==> config.mk <==
export PLATFORM = sky130hd
export DESIGN_NAME = seg7_scan_ctrl
export DESIGN_NICKNAME = d
export VERILOG_FILES = /design/src/rtl/seg7_pkg.sv /design/src/rtl/hex_seg7_decode.sv /design/src/rtl/seg7_scan_ctrl.sv
export SDC_FILE = /design/constraint.sdc
export NUM_CORES = 1
export LEC_CHECK = 0
export BUFFER_PORTS_ARGS = -buffer_cell sky130_fd_sc_hd__buf_2
export CAP_MARGIN = 20
export CELL_PAD_IN_SITES_DETAIL_PLACEMENT = 2
export CELL_PAD_IN_SITES_GLOBAL_PLACEMENT = 2
export CORE_ASPECT_RATIO = 0.6
export CORE_MARGIN = 2
export CORE_UTILIZATION = 36
export CTS_CLUSTER_DIAMETER = 50
export DETAILED_ROUTE_END_ITERATION = 10
export PLACE_DENSITY = 0.87
export REMOVE_ABC_BUFFERS = 1
export SYNTH_ARGS = -nofsm -noshare
export SYNTH_HDL_FRONTEND = slang
export SYNTH_HIERARCHICAL = 1
export SYNTH_SLANG_ARGS = --single-unit
export TNS_END_PERCENT = 30
==> constraint.sdc <==
create_clock -name clk -period 2.75 [get_ports clk]
set_clock_uncertainty 0.05 [all_clocks]
set_input_delay 0.275 -clock clk [delete_from_list [all_inputs] [get_ports clk]]
set_output_delay 0.275 -clock clk [all_outputs]
set_load 0.01 [all_outputs]
==> src/rtl/seg7_pkg.sv <==
// Shared constants for the 7-segment scan controller: blanking codes, the
// active-low hex segment table ({a,b,c,d,e,f,g}) and the nibble width.
package seg7_pkg;

    localparam int unsigned NIB_W     = 4;
    localparam logic [7:0]  SEG_BLANK = 8'hFF;
    localparam logic [6:0]  SEG_OFF7  = 7'h7F;

    localparam logic [6:0] SEG_TABLE [16] = '{
        7'b0000001, 7'b1001111, 7'b0010010, 7'b0000110,
        7'b1001100, 7'b0100100, 7'b0100000, 7'b0001111,
        7'b0000000, 7'b0000100, 7'b0001000, 7'b1100000,
        7'b0110001, 7'b1000010, 7'b0110000, 7'b0111000
    };

endpackage

==> src/rtl/hex_seg7_decode.sv <==
// Combinational hex nibble to active-low {a..g} segment decoder.
module hex_seg7_decode
    import seg7_pkg::*;
(
    input  logic [NIB_W-1:0] nib_i,
    output logic [6:0]       seg_o
);

    always_comb begin
        seg_o = SEG_OFF7;
        unique case (nib_i)
            4'h0: seg_o = SEG_TABLE[0];
            4'h1: seg_o = SEG_TABLE[1];
            4'h2: seg_o = SEG_TABLE[2];
            4'h3: seg_o = SEG_TABLE[3];
            4'h4: seg_o = SEG_TABLE[4];
            4'h5: seg_o = SEG_TABLE[5];
            4'h6: seg_o = SEG_TABLE[6];
            4'h7: seg_o = SEG_TABLE[7];
            4'h8: seg_o = SEG_TABLE[8];
            4'h9: seg_o = SEG_TABLE[9];
            4'hA: seg_o = SEG_TABLE[10];
            4'hB: seg_o = SEG_TABLE[11];
            4'hC: seg_o = SEG_TABLE[12];
            4'hD: seg_o = SEG_TABLE[13];
            4'hE: seg_o = SEG_TABLE[14];
            4'hF: seg_o = SEG_TABLE[15];
        endcase
    end

endmodule

==> src/rtl/seg7_scan_ctrl.sv <==
// Time-multiplexed common-anode 7-segment scan controller with guard slots,
// leading-zero blanking and a frame-aligned ready/load update handshake.
module seg7_scan_ctrl
    import seg7_pkg::*;
#(
    parameter int unsigned N_DIGITS = 4,
    parameter int unsigned PRESCALE = 50000,
    parameter int unsigned GUARD    = 2
) (
    input  logic                      clk,
    input  logic                      reset,
    input  logic                      en,
    input  logic                      load,
    input  logic [NIB_W*N_DIGITS-1:0] value,
    input  logic [N_DIGITS-1:0]       dp_in,
    input  logic                      blank_lz,
    output logic                      ready,
    output logic [N_DIGITS-1:0]       an,
    output logic [7:0]                sseg,
    output logic                      frame_tick
);

    localparam int unsigned CNT_W = $clog2(PRESCALE);
    localparam int unsigned IDX_W = $clog2(N_DIGITS);

    logic [CNT_W-1:0]          cnt_q, cnt_d;
    logic [IDX_W-1:0]          idx_q, idx_d;
    logic [NIB_W*N_DIGITS-1:0] act_val_q, act_val_d, shd_val_q, shd_val_d;
    logic [N_DIGITS-1:0]       act_dp_q, act_dp_d, shd_dp_q, shd_dp_d;
    logic                      ready_q, ready_d;
    logic [N_DIGITS-1:0]       an_q, an_d;
    logic [7:0]                sseg_q, sseg_d;
    logic                      frame_tick_q, frame_tick_d;

    logic                      last_cnt, last_idx, boundary;
    logic [NIB_W-1:0]          cur_nib;
    logic [6:0]                cur_seg;
    logic [N_DIGITS-1:0]       zero_above;

    always_comb begin
        last_cnt = (cnt_q == CNT_W'(PRESCALE - 1));
        last_idx = (idx_q == IDX_W'(N_DIGITS - 1));
        boundary = en && last_cnt && last_idx;

        cnt_d = cnt_q;
        idx_d = idx_q;
        if (en) begin
            if (last_cnt) begin
                cnt_d = '0;
                idx_d = last_idx ? '0 : idx_q + 1'b1;
            end else begin
                cnt_d = cnt_q + 1'b1;
            end
        end
    end

    // Accept and apply are exclusive: accept needs ready=1, apply needs ready=0.
    always_comb begin
        shd_val_d = shd_val_q;
        shd_dp_d  = shd_dp_q;
        act_val_d = act_val_q;
        act_dp_d  = act_dp_q;
        ready_d   = ready_q;
        if (load && ready_q) begin
            shd_val_d = value;
            shd_dp_d  = dp_in;
            ready_d   = 1'b0;
        end else if (!ready_q && (boundary || !en)) begin
            act_val_d = shd_val_q;
            act_dp_d  = shd_dp_q;
            ready_d   = 1'b1;
        end
    end

    assign cur_nib = act_val_q[idx_q*NIB_W +: NIB_W];

    hex_seg7_decode u_decode (
        .nib_i (cur_nib),
        .seg_o (cur_seg)
    );

    // zero_above[k]: nibbles k..N_DIGITS-1 of the active value are all zero.
    always_comb begin
        zero_above = '0;
        zero_above[N_DIGITS-1] = (act_val_q[(N_DIGITS-1)*NIB_W +: NIB_W] == '0);
        for (int k = N_DIGITS - 2; k >= 0; k--) begin
            zero_above[k] = zero_above[k+1] && (act_val_q[k*NIB_W +: NIB_W] == '0);
        end
    end

    always_comb begin
        an_d         = '1;
        sseg_d       = SEG_BLANK;
        frame_tick_d = boundary;
        if (en && (32'(cnt_q) >= GUARD)) begin
            an_d[idx_q] = 1'b0;
            sseg_d[7]   = ~act_dp_q[idx_q];
            if (blank_lz && (idx_q != '0) && zero_above[idx_q]) begin
                sseg_d[6:0] = SEG_OFF7;
            end else begin
                sseg_d[6:0] = cur_seg;
            end
        end
    end

    always_ff @(posedge clk) begin
        if (reset) begin
            cnt_q        <= '0;
            idx_q        <= '0;
            act_val_q    <= '0;
            act_dp_q     <= '0;
            shd_val_q    <= '0;
            shd_dp_q     <= '0;
            ready_q      <= 1'b1;
            an_q         <= '1;
            sseg_q       <= SEG_BLANK;
            frame_tick_q <= 1'b0;
        end else begin
            cnt_q        <= cnt_d;
            idx_q        <= idx_d;
            act_val_q    <= act_val_d;
            act_dp_q     <= act_dp_d;
            shd_val_q    <= shd_val_d;
            shd_dp_q     <= shd_dp_d;
            ready_q      <= ready_d;
            an_q         <= an_d;
            sseg_q       <= sseg_d;
            frame_tick_q <= frame_tick_d;
        end
    end

    assign ready      = ready_q;
    assign an         = an_q;
    assign sseg       = sseg_q;
    assign frame_tick = frame_tick_q;

endmodule
==> flow_summary_export.csv <==
group,metric,value,unit
run,maxCapViolCount,0,
worst_setup_path,endpoint_kind,"flip-flop",
timing,setup_viol,0,
clock_tree,clk_latency,340,ps
power,cellPowerDensity,623,nW/um2
outcome,status,"complete, no violations",
grt,antenna_found_initial,0,
clock_tree,cts_tree,"done",
logic_synthesis,synth.avg_cell_area,9.13,um2
worst_setup_path,cp.arrival,2370,ps
clock_tree,clkSinkCount,72,
place,place_ws,545,ps
layout,drive_gt1_frac,0.166,
place,place.gp.congestion,0.801,
logic_synthesis,yosysSeqAreaShare,0.433,
clock_tree,cts.path.max_buffers,2,
timing,final.setup.worst_slack,526,ps
clock_tree,htreeDepth,3,
timing,fmax,450,MHz
clock_tree,ctsResizeCount,0,
layout,fin_nets,437,
clock_tree,post_cts_buffers,0,
layout,areaGrowthSynthToFinish,17.1,%
logic_synthesis,synth_area,3330,um2
logic_synthesis,synth-seq-cells,72,
grt,overflow,0,
floorplanning,die_area,10100,um2
grt,track_usage,0.184,
worst_setup_path,worstSetupPathType,"flip-flop to flip-flop",
floorplanning,initial_core_util,0.367,
timing,fin_tns_setup,0,ps
grt,grt_max_degree,47,
route,drtIter0Drc,109,
logic_synthesis,yosys_warnings,6,
clock_tree,cts_buffers,9,
floorplanning,die_width,128,um
place,port_buffers,38,
route,routed_via_density,5.11,
logic_synthesis,syn-instance-count,365,
grt,grt_pass1_vias,2803,
floorplanning,io_pins,39,
logic_synthesis,ys_types,45,
timing,period_minus_slack,2220,ps
floorplanning,coreArea,9090,um2
worst_setup_path,start_kind,"flip-flop",
timing,slew_headroom,0.417,
power,leakagePower,1.54,nW
worst_setup_path,worst-path-max-fanout,16,
grt,grt_pass1_wl,14500,um
timing,slew_viol_final,0,
timing,finalHoldViolCount,0,
timing,finalCritPeriodShare,0.809,
floorplanning,die_h,78.5,um
timing,tightest_slew,874,ps
clock_tree,cts_root_buf,"clkbuf_16",
logic_synthesis,async_reset_ff_frac,0,
worst_setup_path,crit_required,2890,ps
timing,grt_setup_unrepaired,"no",
place,place_hpwl,6170,um
logic_synthesis,synth_edf_count,0,
logic_synthesis,ys.flop_type,"dfxtp_1",
route,routed-via-count,2651,
route,drc,0,
clock_tree,holdBufCountCts,0,
worst_hold_path,hold_path.class,"input pin to flip-flop",
clock_tree,clk_pin_slew,60,ps
route,ant_nets,0,
layout,diodes,0,
route,wl,8590,um
power,vdd_drop_max,0.000317,V
route,wl_per_cell,16.5,um
route,drt_pass1_iterations,4,
floorplanning,std_cell_rows,27,
## logic make-up after synthesis
kind of cell             synth area share
AND/OR/NAND/NOR                     0.252
flip-flops                          0.433
AO/OA/AOI/OAI                      0.0973
buffers and inverters              0.0428
multiplexers                        0.100
adder cells (fa/ha/maj)            0.0488
XOR/XNOR                           0.0263
## registers in the layout, summed over array words and instances, names as in the netlist, 2 cells and up
| register | cells |
|---|---|
| shd_val_q | 16 |
| cnt_q | 16 |
| act_val_q | 16 |
| sseg | 8 |
| shd_dp_q | 4 |
| an | 4 |
| act_dp_q | 4 |
| idx_q | 2 |
## cell usage in the layout (no fill, tap or decap), types with 5 or more instances in the layout
master / instances
buf_4: 6
a21oi_1: 28
inv_1: 9
nand2_1: 57
o21ai_0: 7
xor2_1: 9
mux4_2: 5
nand4_1: 6
nand3b_1: 8
clkbuf_16: 9
nor2_1: 14
mux2i_1: 21
nand3_1: 8
buf_2: 38
nand2b_1: 42
dfxtp_1: 72
ha_1: 13
## worst max-delay path, stage by stage, from the launching register on
cell and delay [ps]:
dfxtp_1 360, or4_4 570, nor4_4 410, a21o_1 560
nor2_1 120
## stage by stage
stage / area, um2 / hold WS [ps] / std cells / power, mW / utilization
6_report: 3900 / 129 / 519 / 2.43 / 0.429
5_1_grt: 3900 / 129 / 519 / 2.53 / 0.429
4_1_cts: 3900 / 115 / 519 / 2.47 / 0.429
3_5_place_dp: 3600 / 401 / 504 / 1.28 / 0.396
3_3_place_gp: 3600 / 395 / 504 / 1.27 / 0.396
2_1_floorplan: 3220 / 294 / 344 / 1.20 / -
## Yosys cell counts (3+ instances only)
| library cell | number | share of area |
|---|---|---|
| xor2_1 | 9 | 0.024 |
| a21o_1 | 3 | 0.0068 |
| nor2_1 | 14 | 0.016 |
| o21ai_0 | 7 | 0.011 |
| nor3_1 | 4 | 0.0060 |
| nor4_1 | 3 | 0.0056 |
| clkbuf_1 | 14 | 0.016 |
| ha_1 | 13 | 0.049 |
| or4_1 | 3 | 0.0068 |
| and2_1 | 3 | 0.0056 |
| mux4_2 | 5 | 0.034 |
| buf_2 | 3 | 0.0045 |
| nand2_1 | 57 | 0.064 |
| nand3_1 | 8 | 0.012 |
| nand2b_1 | 42 | 0.079 |
| nand4_1 | 6 | 0.011 |
| mux2i_1 | 21 | 0.063 |
| inv_1 | 9 | 0.010 |
| a21oi_1 | 28 | 0.042 |
| nand3b_1 | 8 | 0.018 |
| dfxtp_1 | 72 | 0.43 |
| buf_6 | 3 | 0.010 |
## layer usage
metal	part of all wire	vias up	GRT usage
li1	-	1311	-
met1	0.52	1295	0.242
met2	0.44	37	0.293
met3	0.033	8	0.0539
met4	0.0099	0	0.0593
met5	0	-	0
## worst paths after layout
check / startpoint / to / slack, ps / cells past startpoint
hold reg to reg: shd_dp_q[3] / shd_dp_q[3] / 410 / 2
setup reg to reg: cnt_q[10] / cnt_q[2] / 530 / 4
hold / removal: value[6] / shd_val_q[6] / 130 / 3
setup / recovery: cnt_q[10] / cnt_q[2] / 530 / 4
## where the power goes
part	switching [mW]	internal, mW
Sequential	0.0208	1.08
Combinational	0.0890	0.0670
Clock	0.429	0.749
## area by class of cell
type | count | area [um2]
Tap cell | 116 | 145
Timing Repair Buffer | 44 | 235
Clock inverter | 2 | 38.8
Clock buffer | 13 | 260
Fill cell | 991 | 5190
Multi-Input combinational cell | 263 | 1750
Inverter | 9 | 33.8
Sequential cell | 72 | 1440
No activity file was read; power rests on OpenSTA's default activity.
